### src/rtl/sink_arbiter_pkg.sv
// sink_arbiter_pkg: shared widths, FSM state encoding and small helpers for
// the sink arbiter. ADDR_BITS (default flit width) is a define so that the
// surrounding system can override it on the command line.
`ifndef ADDR_BITS
`define ADDR_BITS 8
`endif

package sink_arbiter_pkg;

  // Width of the window counter, per-port counters and throughput fields.
  localparam int THROUGHPUT_W = 26;

  // Width of the burst counter; covers the full BURST range 1..255.
  localparam int BURST_W = 8;

  // Arbiter FSM state encoding.
  typedef enum logic [0:0] {
    IDLE = 1'b0,
    LOCK = 1'b1
  } arb_state_e;

  // Next port index after idx, wrapping at n.
  function automatic int wrap_inc(input int idx, input int n);
    if (idx >= n - 32'sd1) begin
      return 32'sd0;
    end else begin
      return idx + 32'sd1;
    end
  endfunction

endpackage

### src/rtl/sink_arbiter_if.sv
// sink_arbiter_if: requester-side and sink-side handshake bundle.
// slave  = arbiter view, master = requesters/sink environment view.
interface sink_arbiter_if #(
  parameter int N_PORTS = 4,
  parameter int DATA_W  = 8
);
  logic [N_PORTS-1:0]        in_req;
  logic [N_PORTS*DATA_W-1:0] in_data;
  logic [N_PORTS-1:0]        in_grant;
  logic                      out_req;
  logic [DATA_W-1:0]         out_data;
  logic                      out_busy;

  modport slave (
    input  in_req, in_data, out_busy,
    output in_grant, out_req, out_data
  );

  modport master (
    output in_req, in_data, out_busy,
    input  in_grant, out_req, out_data
  );
endinterface

### src/rtl/sink_arbiter_rr_pick.sv
// sink_arbiter_rr_pick: combinational round-robin picker. Returns the first
// requesting port at or after ptr, as one-hot grant plus index.
module sink_arbiter_rr_pick #(
  parameter int N_PORTS = 4,
  parameter int IDX_W   = 2
) (
  input  logic [N_PORTS-1:0] req,
  input  logic [IDX_W-1:0]   ptr,
  output logic [N_PORTS-1:0] grant,
  output logic [IDX_W-1:0]   idx,
  output logic               any
);
  localparam int SW = IDX_W + 1;

  logic [SW-1:0]    sum_s;
  logic [IDX_W-1:0] j_s;

  // Scan ports in rotated order starting at ptr; first hit wins.
  always_comb begin
    grant = '0;
    idx   = '0;
    any   = 1'b0;
    sum_s = '0;
    j_s   = '0;
    for (int i = 0; i < N_PORTS; i++) begin
      sum_s = {1'b0, ptr} + SW'(i);
      if (sum_s >= SW'(N_PORTS)) begin
        sum_s = sum_s - SW'(N_PORTS);
      end else begin
        sum_s = sum_s;
      end
      j_s = sum_s[IDX_W-1:0];
      if (!any && req[j_s]) begin
        any        = 1'b1;
        grant[j_s] = 1'b1;
        idx        = j_s;
      end else begin
        any = any;
      end
    end
  end
endmodule

### src/rtl/sink_arbiter.sv
// sink_arbiter: shares one flit sink among N_PORTS requesters using
// round-robin arbitration with a bounded burst and a single registered
// output stage. Optional per-port throughput counters are enabled with
// the SINK_ARB_STATS_EN macro; without it port_throughput reads zero.
module sink_arbiter
  import sink_arbiter_pkg::*;
#(
  parameter int N_PORTS = 4,
  parameter int DATA_W  = `ADDR_BITS,
  parameter int BURST   = 4
) (
  input  logic                             clk,
  input  logic                             reset,
  sink_arbiter_if.slave                    bus,
  output logic [N_PORTS*THROUGHPUT_W-1:0]  port_throughput
);
  localparam int                 IDX_W   = $clog2(N_PORTS);
  localparam logic [BURST_W-1:0] BURST_C = BURST_W'(BURST);

  arb_state_e          state_q, state_d;
  logic [IDX_W-1:0]    ptr_q, ptr_d;
  logic [IDX_W-1:0]    owner_q, owner_d;
  logic [BURST_W-1:0]  burst_cnt_q, burst_cnt_d;
  logic                out_req_q, out_req_d;
  logic [DATA_W-1:0]   out_data_q, out_data_d;

  logic                load_s;
  logic                keep_s;
  logic [IDX_W-1:0]    owner_inc_s;
  logic [IDX_W-1:0]    pick_ptr_s;
  logic [N_PORTS-1:0]  pick_grant_s;
  logic [IDX_W-1:0]    pick_idx_s;
  logic                pick_any_s;
  logic                grant_any_s;
  logic [IDX_W-1:0]    grant_idx_s;
  logic [N_PORTS-1:0]  grant_s;

  // The output stage can take a new flit when empty or draining this cycle.
  assign load_s      = ~out_req_q | ~bus.out_busy;
  assign owner_inc_s = IDX_W'(wrap_inc(int'(owner_q), N_PORTS));

  // Decide whether the current owner keeps the lock and where a fresh pick starts.
  always_comb begin
    keep_s     = 1'b0;
    pick_ptr_s = ptr_q;
    case (state_q)
      IDLE: begin
        keep_s     = 1'b0;
        pick_ptr_s = ptr_q;
      end
      LOCK: begin
        keep_s     = bus.in_req[owner_q] & (burst_cnt_q < BURST_C);
        pick_ptr_s = owner_inc_s;
      end
      default: begin
        keep_s     = 1'b0;
        pick_ptr_s = ptr_q;
      end
    endcase
  end

  sink_arbiter_rr_pick #(
    .N_PORTS (N_PORTS),
    .IDX_W   (IDX_W)
  ) u_rr_pick (
    .req   (bus.in_req),
    .ptr   (pick_ptr_s),
    .grant (pick_grant_s),
    .idx   (pick_idx_s),
    .any   (pick_any_s)
  );

  assign grant_any_s = keep_s | pick_any_s;
  assign grant_idx_s = keep_s ? owner_q : pick_idx_s;

  // One-hot grant; suppressed while in reset or while the output stage is stalled.
  always_comb begin
    grant_s = '0;
    if (reset && load_s) begin
      if (keep_s) begin
        grant_s[owner_q] = 1'b1;
      end else begin
        grant_s = pick_grant_s;
      end
    end else begin
      grant_s = '0;
    end
  end

  assign bus.in_grant = grant_s;
  assign bus.out_req  = out_req_q;
  assign bus.out_data = out_data_q;

  // Next-state for the arbiter FSM and output stage; everything holds when load is low.
  always_comb begin
    state_d     = state_q;
    ptr_d       = ptr_q;
    owner_d     = owner_q;
    burst_cnt_d = burst_cnt_q;
    out_req_d   = out_req_q;
    out_data_d  = out_data_q;
    if (load_s) begin
      if (keep_s) begin
        burst_cnt_d = burst_cnt_q + BURST_W'(1);
      end else if (pick_any_s) begin
        state_d     = LOCK;
        owner_d     = pick_idx_s;
        burst_cnt_d = BURST_W'(1);
        ptr_d       = pick_ptr_s;
      end else begin
        state_d = IDLE;
        ptr_d   = pick_ptr_s;
      end
      out_req_d = grant_any_s;
      if (grant_any_s) begin
        out_data_d = bus.in_data[int'(grant_idx_s)*DATA_W +: DATA_W];
      end else begin
        out_data_d = out_data_q;
      end
    end else begin
      out_req_d = out_req_q;
    end
  end

  // Arbiter state and output stage registers.
  always_ff @(posedge clk or negedge reset) begin
    if (!reset) begin
      state_q     <= IDLE;
      ptr_q       <= '0;
      owner_q     <= '0;
      burst_cnt_q <= '0;
      out_req_q   <= 1'b0;
      out_data_q  <= '0;
    end else begin
      state_q     <= state_d;
      ptr_q       <= ptr_d;
      owner_q     <= owner_d;
      burst_cnt_q <= burst_cnt_d;
      out_req_q   <= out_req_d;
      out_data_q  <= out_data_d;
    end
  end

`ifdef SINK_ARB_STATS_EN
  logic [THROUGHPUT_W-1:0] win_q, win_d;
  logic [THROUGHPUT_W-1:0] cnt_q [N_PORTS];
  logic [THROUGHPUT_W-1:0] cnt_d [N_PORTS];
  logic [THROUGHPUT_W-1:0] thr_q [N_PORTS];
  logic [THROUGHPUT_W-1:0] thr_d [N_PORTS];
  logic                    latch_s;
  logic [N_PORTS-1:0]      acc_s;

  assign acc_s   = bus.in_req & grant_s;
  assign latch_s = &win_q;

  // Window counter and per-port counts; at window end latch and restart, dropping that cycle's flits.
  always_comb begin
    win_d = win_q;
    for (int i = 0; i < N_PORTS; i++) begin
      cnt_d[i] = cnt_q[i];
      thr_d[i] = thr_q[i];
    end
    if (latch_s) begin
      win_d = '0;
      for (int i = 0; i < N_PORTS; i++) begin
        cnt_d[i] = '0;
        thr_d[i] = cnt_q[i];
      end
    end else begin
      win_d = win_q + THROUGHPUT_W'(1);
      for (int i = 0; i < N_PORTS; i++) begin
        cnt_d[i] = cnt_q[i] + THROUGHPUT_W'(acc_s[i]);
      end
    end
  end

  // Statistics registers.
  always_ff @(posedge clk or negedge reset) begin
    if (!reset) begin
      win_q <= '0;
      for (int i = 0; i < N_PORTS; i++) begin
        cnt_q[i] <= '0;
        thr_q[i] <= '0;
      end
    end else begin
      win_q <= win_d;
      for (int i = 0; i < N_PORTS; i++) begin
        cnt_q[i] <= cnt_d[i];
        thr_q[i] <= thr_d[i];
      end
    end
  end

  // Flatten latched per-port throughput onto the output bus.
  always_comb begin
    port_throughput = '0;
    for (int i = 0; i < N_PORTS; i++) begin
      port_throughput[i*THROUGHPUT_W +: THROUGHPUT_W] = thr_q[i];
    end
  end
`else
  assign port_throughput = '0;
`endif

endmodule
### src/flat_wrapper.sv
// flat-port wrapper written by rule: the top's interface ports become plain ports
module sink_arbiter_flat import sink_arbiter_pkg::*;
#(
  parameter int N_PORTS = 4,
  parameter int DATA_W  = `ADDR_BITS,
  parameter int BURST   = 4
)
  (clk, reset, port_throughput, bus_in_req, bus_in_data, bus_out_busy, bus_in_grant, bus_out_req, bus_out_data);
  sink_arbiter_if #(.N_PORTS(N_PORTS), .DATA_W(DATA_W)) bus_i ();
  input  logic clk;
  input  logic reset;
  output logic [N_PORTS*THROUGHPUT_W-1:0] port_throughput;
  input wire logic [$bits(bus_i.in_req)-1:0] bus_in_req;
  input wire logic [$bits(bus_i.in_data)-1:0] bus_in_data;
  input wire logic [$bits(bus_i.out_busy)-1:0] bus_out_busy;
  output wire logic [$bits(bus_i.in_grant)-1:0] bus_in_grant;
  output wire logic [$bits(bus_i.out_req)-1:0] bus_out_req;
  output wire logic [$bits(bus_i.out_data)-1:0] bus_out_data;
  assign bus_i.in_req = bus_in_req;
  assign bus_i.in_data = bus_in_data;
  assign bus_i.out_busy = bus_out_busy;
  assign bus_in_grant = bus_i.in_grant;
  assign bus_out_req = bus_i.out_req;
  assign bus_out_data = bus_i.out_data;
  sink_arbiter #(.N_PORTS(N_PORTS), .DATA_W(DATA_W), .BURST(BURST)) u_core (.clk(clk), .reset(reset), .bus(bus_i), .port_throughput(port_throughput));
endmodule
### config.mk
export PLATFORM = sky130hd
export DESIGN_NAME = sink_arbiter_flat
export DESIGN_NICKNAME = d
export VERILOG_FILES = /design/src/rtl/sink_arbiter_pkg.sv /design/src/rtl/sink_arbiter_if.sv /design/src/rtl/sink_arbiter_rr_pick.sv /design/src/rtl/sink_arbiter.sv /design/src/flat_wrapper.sv
export SDC_FILE = /design/constraint.sdc
export NUM_CORES = 1
export LEC_CHECK = 0
export ABC_CLOCK_PERIOD_IN_PS = 3000
export BUFFER_PORTS_ARGS = -buffer_cell sky130_fd_sc_hd__buf_2
export CAP_MARGIN = 20
export CORE_MARGIN = 2
export CORE_UTILIZATION = 41
export CTS_CLUSTER_DIAMETER = 100
export DETAILED_ROUTE_END_ITERATION = 7
export PLACE_DENSITY = 0.8
export SLEW_MARGIN = 20
export SYNTH_ARGS = -nofsm -noshare
export SYNTH_HDL_FRONTEND = slang
export SYNTH_SLANG_ARGS = --single-unit
### constraint.sdc
create_clock -name clk -period 3 [get_ports clk]
set_input_delay 0.15 -clock clk [delete_from_list [all_inputs] [get_ports clk]]
set_output_delay 0.15 -clock clk [all_outputs]
set_load 0.01 [all_outputs]
==> results of run 1 <==
==> registers in the layout (all words and copies together), names as in the netlist <==
name	count
u_core.burst_cnt_q	8
u_core.ptr_q	2
u_core.bus.out_req	1
u_core.owner_q	2
u_core.bus.out_data	8
u_core.state_q	1
==> metal layers <==
layer	global-route usage (%)	routed length, um	vias to the layer above
met1	18.6	2330	963
met2	25.3	2860	100
met4	1.73	27	0
li1	-	-	980
met3	2.65	375	4
met5	0	0	-
==> cells in the final DEF (no fill, tap or decap), types with 4 or more instances in the layout <==
cell      netlist  final
a211oi_2        8      9
a21oi_1        15     15
a222oi_1        4      4
a31oi_1         4      4
buf_2           5     51
buf_4         104     12
conb_1          1    104
dfrtp_1        22     21
ha_1           13     10
mux2i_1         9      9
nand2_1        13     12
nor2_1         29     28
o21ai_0        10      8
o22ai_2         9      9
==> critical path, cell delays in order, from the launching register on <==
cell	delay, ns
dfrtp_1	0.44
ha_4	0.19
nor3b_2	0.22
nor2_1	0.11
ha_4	0.29
buf_6	0.13
nand2_2	0.06
a211oi_2	0.04
a31oi_1	0.15
o21ai_1	0.09
o21a_1	0.22
a222oi_1	0.35
a21oi_1	0.15
buf_2	0.16
==> layout make-up <==
type | count | area share (%)
inverter | 4 | 0.616
sequential | 22 | 19.4
tap | 77 | 3.39
multi-input combinational | 267 | 61.7
clock buffer | 4 | 1.58
timing repair buffer | 66 | 13.3
==> logic make-up (layout without fill, tap and decap cells) <==
group                    Yosys count  in the layout
AO/OA/AOI/OAI                     68             68
adder cells (fa/ha/maj)           13             13
buffers and inverters            117             74
flip-flops                        22             22
multiplexers                      12             12
other                              1            104
AND/OR/NAND/NOR                   70             70
==> power by group <==
group	internal, W	switching, W
logic	0.000990	0.00116
registers	0.000404	0.0000815
clock network	0.0000950	0.000101
total	0.00149	0.00134
==> what timing repair did <==
| action | 4_1_cts | 5_1_grt |
|---|---|---|
| resized for setup | 12 | 8 |
| endpoints found under the hold margin | 22 | 0 |
| hold buffers | 1 | 0 |
| endpoints found under the setup margin | 12 | 7 |
| pin swaps | 6 | 10 |
| buffers inserted | 1 | 1 |
==> worst paths after layout <==
check	endpoint	slack, ns	depth (start not counted)
worst max-delay path	bus_in_grant[0]	-0.03	13
worst min-delay path	u_core.bus.out_data[4]	0.16	3
worst max register to register	u_core.bus.out_data[1]	0.08	10
worst min register to register	u_core.burst_cnt_q[1]	0.53	1
max in group asynchronous	u_core.owner_q[0]	2.22	2
min in group asynchronous	u_core.burst_cnt_q[0]	0.39	2
==> per-stage QoR <==
step | hold WS [ns] | setup TNS (ns) | cell area (sq um) | util [%] | cells
finish | 0.158 | -0.0267 | 2840 | 45.0 | 440
global route | 0.171 | -0.454 | 2840 | 45.0 | 440
CTS | 0.154 | 0 | 2800 | 44.4 | 439
detailed placement | 0.163 | -0.137 | 2690 | 42.5 | 433
global placement | 0.150 | 0 | 2690 | 42.5 | 433
floorplan | -0.146 | -0.0340 | 3080 | - | 406
==> flow_metrics.env, run 1 <==
export IMPL_syn_area_sq_um=2680
export IMPL_h_tree_depth=1
export IMPL_synth_top_cell_by_area="buf_4"
export IMPL_synth_commonest_cells="buf_4 (104), nor2_1 (29), dfrtp_1 (22)"
export IMPL_clk_pin_slew_worst_paths_ns=0.08
export IMPL_cts_sinks=22
export IMPL_fill_cells=629
export IMPL_synth_seq_cells=22
export IMPL_grt_pass1_vias=1797
export IMPL_synth_edf_count=0
export IMPL_yosysTopAreaCellShare_pct=29.2
export IMPL_cts_tree="yes"
export IMPL_crit_required_ns=2.85
export IMPL_total_power_w=0.00283
export IMPL_cts_buffers=3
export IMPL_grt_overflow=0
export IMPL_die_area_sq_um=7190
export IMPL_vias=2047
export IMPL_path_class="reg -> out"
export IMPL_final_hold_viol_count=0
export IMPL_grt_pass1_wl_um=8440
export IMPL_yosysMostFrequentCell="buf_4"
export IMPL_num_nets_final=416
export IMPL_regArea_sq_um=552
export IMPL_worst_r2r_startpoint="u_core.owner_q[1]"
export IMPL_violations="setup timing"
export IMPL_drt_first_pass_iters=7
export IMPL_postSynthAreaPerCell_sq_um=8.83
export IMPL_setup_viol=1
export IMPL_synth_top_family_by_area="buffers and inverters"
export IMPL_grt_usage_pct=14.3
export IMPL_arrival_ns=2.88
export IMPL_start_util_pct=42.4
export IMPL_ys_types=52
export IMPL_fin_crit_sh_pct=101
export IMPL_port_buffers=51
export IMPL_syn_inst=303
export IMPL_synth_async_reset_ratio_pct=100
export IMPL_ys_warn_count=0
export IMPL_drcViolationCount=0
export IMPL_io_pins=156
export IMPL_via_per_inst=4.65
export IMPL_maxSlewViolCount=0
export IMPL_pre_cts_ws_ns=-0.0419
export IMPL_gp_congestion=0.907
export IMPL_worstSetupEndpointType="output port"
export IMPL_status="complete, but fails checks"
export IMPL_drt_iter0_drc=116
export IMPL_die_w_um=84.8
export IMPL_synth_xor_area_share_pct=0
export IMPL_synthSimpleGateAreaFrac_pct=13.4
export IMPL_worst_pin_slew_ns=0.535
export IMPL_synth_area_top_cells="buf_4 (29%), dfrtp_1 (21%), ha_1 (6.1%)"
export IMPL_startpoint_type="flip-flop"
export IMPL_multiInputGateArea_sq_um=1750
export IMPL_synth_compound_area_share_pct=22.7
export IMPL_fin_skew_ns=0.00600
export IMPL_wire_per_inst_um=12.7
export IMPL_syn_to_final_growth_pct=6.27
export IMPL_layout_setup_ws_ns=-0.0267
export IMPL_muxShareOfSynthArea_pct=5.19
export IMPL_rows=29
export IMPL_diodes=0
export IMPL_path_max_fanout=7
export IMPL_grt_max_degree=24
export IMPL_critical_path_startpoint="u_core.owner_q[1]"
export IMPL_ys_seq_area_share_pct=20.6
export IMPL_power_density_nw_per_um2=996
export IMPL_cap_violations=0
export IMPL_rsz0062_at_grt="yes"
export IMPL_vdd_drop_max_mv=0.502
export IMPL_p_leak_nw=1.43
export IMPL_fin_crit_ns=3.03
export IMPL_antenna_found_initial=0
export IMPL_synthAdderAreaFrac_pct=6.08
export IMPL_synth_main_ff_cell="dfrtp_1"
export IMPL_min_from="bus_in_data[28]"
export IMPL_drive_gt1_share_pct=32.5
export IMPL_final_antenna_net_count=0
export IMPL_hp_class="in -> reg"
export IMPL_timing_fmax_mhz=330
export IMPL_slew_headroom_pct=64.3
export IMPL_fp_coreArea_sq_um=6310
export IMPL_die_h_um=84.8
export IMPL_root_buffer="clkbuf_8"
export IMPL_clock_path_buffers=2
export IMPL_insertion_delay_ns=0.27
export IMPL_dp_hpwl_um=4250
export IMPL_wirelength_um=5590
No activity file was read; power rests on OpenSTA's default activity.
==> run 2: changes to the inputs <==
--- a/config.mk
+++ b/config.mk
@@ -7,12 +7,14 @@
 export LEC_CHECK = 0
 export ABC_CLOCK_PERIOD_IN_PS = 3000
 export BUFFER_PORTS_ARGS = -buffer_cell sky130_fd_sc_hd__buf_2
-export CAP_MARGIN = 20
-export CORE_MARGIN = 2
-export CORE_UTILIZATION = 41
+export CAP_MARGIN = 0
+export CELL_PAD_IN_SITES_DETAIL_PLACEMENT = 1
+export CELL_PAD_IN_SITES_GLOBAL_PLACEMENT = 1
+export CORE_MARGIN = 3
+export CORE_UTILIZATION = 28
 export CTS_CLUSTER_DIAMETER = 100
 export DETAILED_ROUTE_END_ITERATION = 7
-export PLACE_DENSITY = 0.8
+export PLACE_DENSITY = 0.78
 export SLEW_MARGIN = 20
 export SYNTH_ARGS = -nofsm -noshare
 export SYNTH_HDL_FRONTEND = slang
==> flow_metrics.env, run 2 (same netlist as run 1, synthesis figures left out) <==
export IMPL_status="complete, but fails checks"
export IMPL_violations="setup timing"
export IMPL_drt_first_pass_iters=4
export IMPL_setup_viol=3
export IMPL_cts_buffers=3
export IMPL_worstRegToRegCells=9
export IMPL_final_cell_mix="conb_1 (104), buf_2 (51), nor2_1 (28), dfrtp_1 (21), buf_4 (16)"
export IMPL_p_int_w=0.00152
export IMPL_hp_class="in -> reg"
export IMPL_syn_to_final_growth_pct=9.21
export IMPL_pre_cts_ws_ns=-0.150
export IMPL_dp_hpwl_um=5340
export IMPL_diodes=0
export IMPL_wire_per_inst_um=13.6
export IMPL_h_tree_depth=1
export IMPL_hold_ws_ns=0.161
export IMPL_path_max_fanout=7
export IMPL_layout_setup_ws_ns=-0.0910
export IMPL_gp_congestion=0.806
export IMPL_clkPwrFrac_pct=6.8
export IMPL_arrival_ns=2.94
export IMPL_crit_required_ns=2.85
export IMPL_grt_pass1_vias=2175
export IMPL_cap_violations=0
export IMPL_min_from="bus_in_data[28]"
export IMPL_io_pins=156
export IMPL_grt_max_degree=24
export IMPL_die_w_um=104
export IMPL_setup_tns_ns=-0.123
export IMPL_clk_pin_slew_worst_paths_ns=0.09
export IMPL_port_buffers=51
export IMPL_drive_gt1_share_pct=33.1
export IMPL_vdd_drop_max_mv=0.280
export IMPL_final_hold_viol_count=0
export IMPL_grt_overflow=0
export IMPL_p_switching_w=0.00139
export IMPL_cts_tree="yes"
export IMPL_rows=35
export IMPL_start_util_pct=28.8
export IMPL_wirelength_um=6750
export IMPL_insertion_delay_ns=0.27
export IMPL_seqPwrFrac_pct=16.8
export IMPL_p_leak_nw=1.44
export IMPL_fp_coreArea_sq_um=9280
export IMPL_clock_path_buffers=2
export IMPL_grt_pass1_wl_um=10400
export IMPL_layout_commonest_cell="conb_1"
export IMPL_rsz0062_at_grt="yes"
export IMPL_root_buffer="clkbuf_8"
export IMPL_p_sw_share_pct=47.8
export IMPL_die_area_sq_um=10800
export IMPL_fin_crit_ns=3.09
export IMPL_path_class="reg -> out"
export IMPL_die_h_um=104
export IMPL_final_antenna_net_count=0
export IMPL_drcViolationCount=0
export IMPL_cts_sinks=22
export IMPL_num_nets_final=419
export IMPL_antenna_found_initial=0
export IMPL_grt_usage_pct=11.5
export IMPL_startpoint_type="flip-flop"
export IMPL_maxSlewViolCount=0
export IMPL_worst_pin_slew_ns=0.839
export IMPL_fin_crit_sh_pct=103
export IMPL_vias=2102
export IMPL_fill_cells=1158
export IMPL_critical_path_startpoint="u_core.owner_q[0]"
export IMPL_drt_iter0_drc=97
export IMPL_power_density_nw_per_um2=997
export IMPL_via_per_inst=4.25
export IMPL_fin_skew_ns=0.00699
export IMPL_worst_r2r_startpoint="u_core.owner_q[0]"
export IMPL_worstSetupEndpointType="output port"
export IMPL_min_path_cells=3
export IMPL_power_frac_comb_pct=76.4
export IMPL_slew_headroom_pct=43.6
export IMPL_timing_fmax_mhz=324
run 2: timing repair:
item                                    4_1_cts  5_1_grt
endpoints found under the setup margin       12       12
pin swaps                                     6        3
buffers inserted                              4        1
hold buffers                                  1        0
cloned                                        0        0
endpoints found under the hold margin        22        0
resized for setup                            12        6
run 2: critical path: stages, from the launching register on:
cell	delay (ns)
dfrtp_2	0.46
buf_4	0.15
buf_4	0.15
nor3b_4	0.20
nor2_2	0.08
ha_4	0.32
nand2b_4	0.13
a211oi_2	0.08
or2_4	0.28
nor2b_4	0.14
a222oi_1	0.40
a21oi_1	0.12
buf_2	0.16
run 2: layer usage:
layer  wire [um]  track usage (%)  vias up
met5           0                0        -
met4         125             3.70        0
met3         370             1.74       12
met2        3640             21.9       73
met1        2610             13.0     1034
li1            -                -      983
run 2: area by class of cell:
type	instances	area, sq um	area share, %
well taps	129	161	5.52
flip-flops and latches	22	552	18.9
repair buffers	69	397	13.6
multi-input cells	267	1750	60.0
inverters	4	15.0	0.514
clock buffers	4	45.0	1.54
run 2: through the flow:
stage | total power (W) | cells | util, % | cell area [sq um]
after global placement | 0.00235 | 485 | 29.6 | 2750
final | 0.00291 | 495 | 31.5 | 2920
after CTS | 0.00282 | 494 | 31.1 | 2890
after global routing | 0.00313 | 495 | 31.5 | 2920
after floorplan | 0.00203 | 406 | - | 3080
after detailed placement | 0.00244 | 485 | 29.6 | 2750
run 2: power by group through the flow:
| stage | clock [W] | combinational, W | sequential, W |
|---|---|---|---|
| floorplan | 0 | 0.00151 | 0.000519 |
| global placement | 0 | 0.00185 | 0.000492 |
| detailed placement | 0 | 0.00194 | 0.000502 |
| CTS | 0.000202 | 0.00213 | 0.000489 |
| global route | 0.000212 | 0.00240 | 0.000509 |
| finish | 0.000198 | 0.00223 | 0.000489 |
run 2: path summary, 6_finish.rpt:
path | endpoint | slack (ns)
setup / recovery | bus_in_grant[0] | -0.09
hold / removal | u_core.bus.out_data[4] | 0.16
setup reg to reg | u_core.bus.out_data[1] | 0.11
hold reg to reg | u_core.burst_cnt_q[0] | 0.53
max in group asynchronous | u_core.owner_q[0] | 2.22
min in group asynchronous | u_core.bus.out_data[0] | 0.39
==> run 3: changes to the inputs <==
--- a/config.mk
+++ b/config.mk
@@ -12,6 +12,7 @@
 export CELL_PAD_IN_SITES_GLOBAL_PLACEMENT = 1
 export CORE_MARGIN = 3
 export CORE_UTILIZATION = 28
+export CTS_BUF_LIST = sky130_fd_sc_hd__clkbuf_16
 export CTS_CLUSTER_DIAMETER = 100
 export DETAILED_ROUTE_END_ITERATION = 7
 export PLACE_DENSITY = 0.78
==> flow_metrics.env, run 3 (same netlist as run 1, synthesis figures left out) <==
export IMPL_status="complete, but fails checks"
export IMPL_violations="setup timing"
export IMPL_num_nets_final=419
export IMPL_p_leak_nw=1.46
export IMPL_grt_max_degree=24
export IMPL_root_buffer="clkbuf_16"
export IMPL_start_util_pct=28.8
export IMPL_slowest_delay_ns=0.45
export IMPL_wirelength_um=6840
export IMPL_final_hold_viol_count=0
export IMPL_min_path_cells=3
export IMPL_crit_required_ns=2.85
export IMPL_vdd_drop_max_mv=0.277
export IMPL_cts_sinks=22
export IMPL_port_buffers=51
export IMPL_multiInputGateArea_sq_um=1750
export IMPL_rsz0062_at_grt="yes"
export IMPL_wire_per_inst_um=13.8
export IMPL_whs_endpoint="u_core.bus.out_data[4]"
export IMPL_crit_family="simple AND/OR/NAND/NOR gates"
export IMPL_path_buf_inv=3
export IMPL_worst_r2r_startpoint="u_core.owner_q[0]"
export IMPL_via_per_inst=4.25
export IMPL_crit_top_cell="buf_4"
export IMPL_cap_violations=0
export IMPL_path_class="reg -> out"
export IMPL_cts_buffers=3
export IMPL_grt_usage_pct=11.7
export IMPL_dp_hpwl_um=5340
export IMPL_grt_pass1_wl_um=10600
export IMPL_worstRegToRegCells=9
export IMPL_path_cells="buf_4 > buf_4 > nor3b_4 > nor2_2 > ha_4 > nand2b_4 > a211oi_2 > or2_4 > nor2b_4 > a222oi_1 > a21oi_1 > buf_2"
export IMPL_reg2reg_slack_ns=0.11
export IMPL_drt_iter0_drc=79
export IMPL_fp_coreArea_sq_um=9280
export IMPL_drcViolationCount=0
export IMPL_rows=35
export IMPL_antenna_found_initial=0
export IMPL_grt_overflow=0
export IMPL_final_antenna_net_count=0
export IMPL_die_w_um=104
export IMPL_io_pins=156
export IMPL_worst_pin_slew_ns=0.856
export IMPL_total_power_w=0.00300
export IMPL_timing_fmax_mhz=326
export IMPL_hp_class="in -> reg"
export IMPL_die_area_sq_um=10800
export IMPL_grt_pass1_vias=2189
export IMPL_die_h_um=104
export IMPL_clk_pin_slew_worst_paths_ns=0.06
export IMPL_startpoint_type="flip-flop"
export IMPL_cts_tree="yes"
export IMPL_finish_utilization_pct=31.8
export IMPL_critPathSlowestCell="dfrtp_2"
export IMPL_h_tree_depth=1
export IMPL_path_max_fanout=7
export IMPL_fin_skew_ns=0.00659
export IMPL_slew_headroom_pct=42.4
export IMPL_power_density_nw_per_um2=1020
export IMPL_layout_setup_ws_ns=-0.0688
export IMPL_clock_path_buffers=2
export IMPL_arrival_ns=2.92
export IMPL_final_cell_mix="conb_1 (104), buf_2 (51), nor2_1 (28), dfrtp_1 (21), buf_4 (16)"
export IMPL_fin_crit_ns=3.07
export IMPL_vias=2105
export IMPL_diodes=0
export IMPL_maxSlewViolCount=0
export IMPL_drt_first_pass_iters=4
export IMPL_insertion_delay_ns=0.26
export IMPL_min_from="bus_in_data[28]"
export IMPL_setup_viol=2
export IMPL_regArea_sq_um=552
export IMPL_cp_depth=12
export IMPL_worstSetupEndpointType="output port"
export IMPL_critical_path_startpoint="u_core.owner_q[0]"
export IMPL_gp_congestion=0.806
export IMPL_syn_to_final_growth_pct=10.5
export IMPL_fin_crit_sh_pct=102
export IMPL_fill_cells=1160
export IMPL_layout_commonest_cell="conb_1"
export IMPL_r2r_end="u_core.bus.out_data[1]"
export IMPL_drive_gt1_share_pct=33.1
run 3: cell types whose count changed in the layout (fill, tap and decap cells not counted), sizes merged:
cell    delta
inv        +1
clkbuf     -1
run 3: how the worst max path moves through the flow:
stage                                   to
detailed placement  u_core.bus.out_data[1]
floorplan           u_core.bus.out_data[0]
finish                     bus_in_grant[0]
global placement    u_core.bus.out_data[2]
CTS                        bus_in_grant[0]
global route               bus_in_grant[0]
run 3: power by group:
group | leakage (nW) | switching (W) | internal, W
clock network | 0.0423 | 0.000115 | 0.000178
registers | 0.260 | 0.0000852 | 0.000405
logic | 1.16 | 0.00120 | 0.00102
total | 1.46 | 0.00140 | 0.00160
run 3: area by class of cell:
cell class,count,area share (%)
Clock buffer,3,2.54
Tap cell,129,5.46
Multi-Input combinational cell,267,59.3
Inverter,4,0.508
Sequential cell,22,18.7
Timing Repair Buffer,69,13.4
Clock inverter,1,0.127
run 3: repair_timing:
item,CTS,global route
hold buffers,1,0
setup endpoints to repair,12,12
hold endpoints to repair,22,0
buffers inserted,4,1
pin swaps,7,4
gates resized for setup,12,6
run 3: per-stage QoR:
step | instances | setup TNS (ns) | setup slack [ns] | instance area, sq um | hold slack (ns)
after floorplan | 406 | -0.0340 | -0.00486 | 3080 | -0.146
after global placement | 485 | 0 | 0.0456 | 2750 | 0.148
after detailed placement | 485 | -0.871 | -0.150 | 2750 | 0.160
after CTS | 494 | -0.100 | -0.0416 | 2920 | 0.175
after global routing | 495 | -0.457 | -0.146 | 2960 | 0.189
final | 495 | -0.0729 | -0.0688 | 2960 | 0.173
run 3: worst register-to-register path, delay by kind of cell, from the launching register on:
kind | cells | cell delay [ns]
mux | 1 | 0.28
buf+inv | 1 | 0.10
simple gates | 1 | 0.39
flops | 1 | 0.45
compound gates | 4 | 1.07
fa+ha+maj | 2 | 0.47
run 3: layer usage:
layer	vias up	track usage [%]	part of all wire, %
li1	982	-	-
met1	1040	13.1	39
met2	73	22.7	55
met3	10	1.93	5.4
met4	0	3.42	1.4
met5	-	0	0
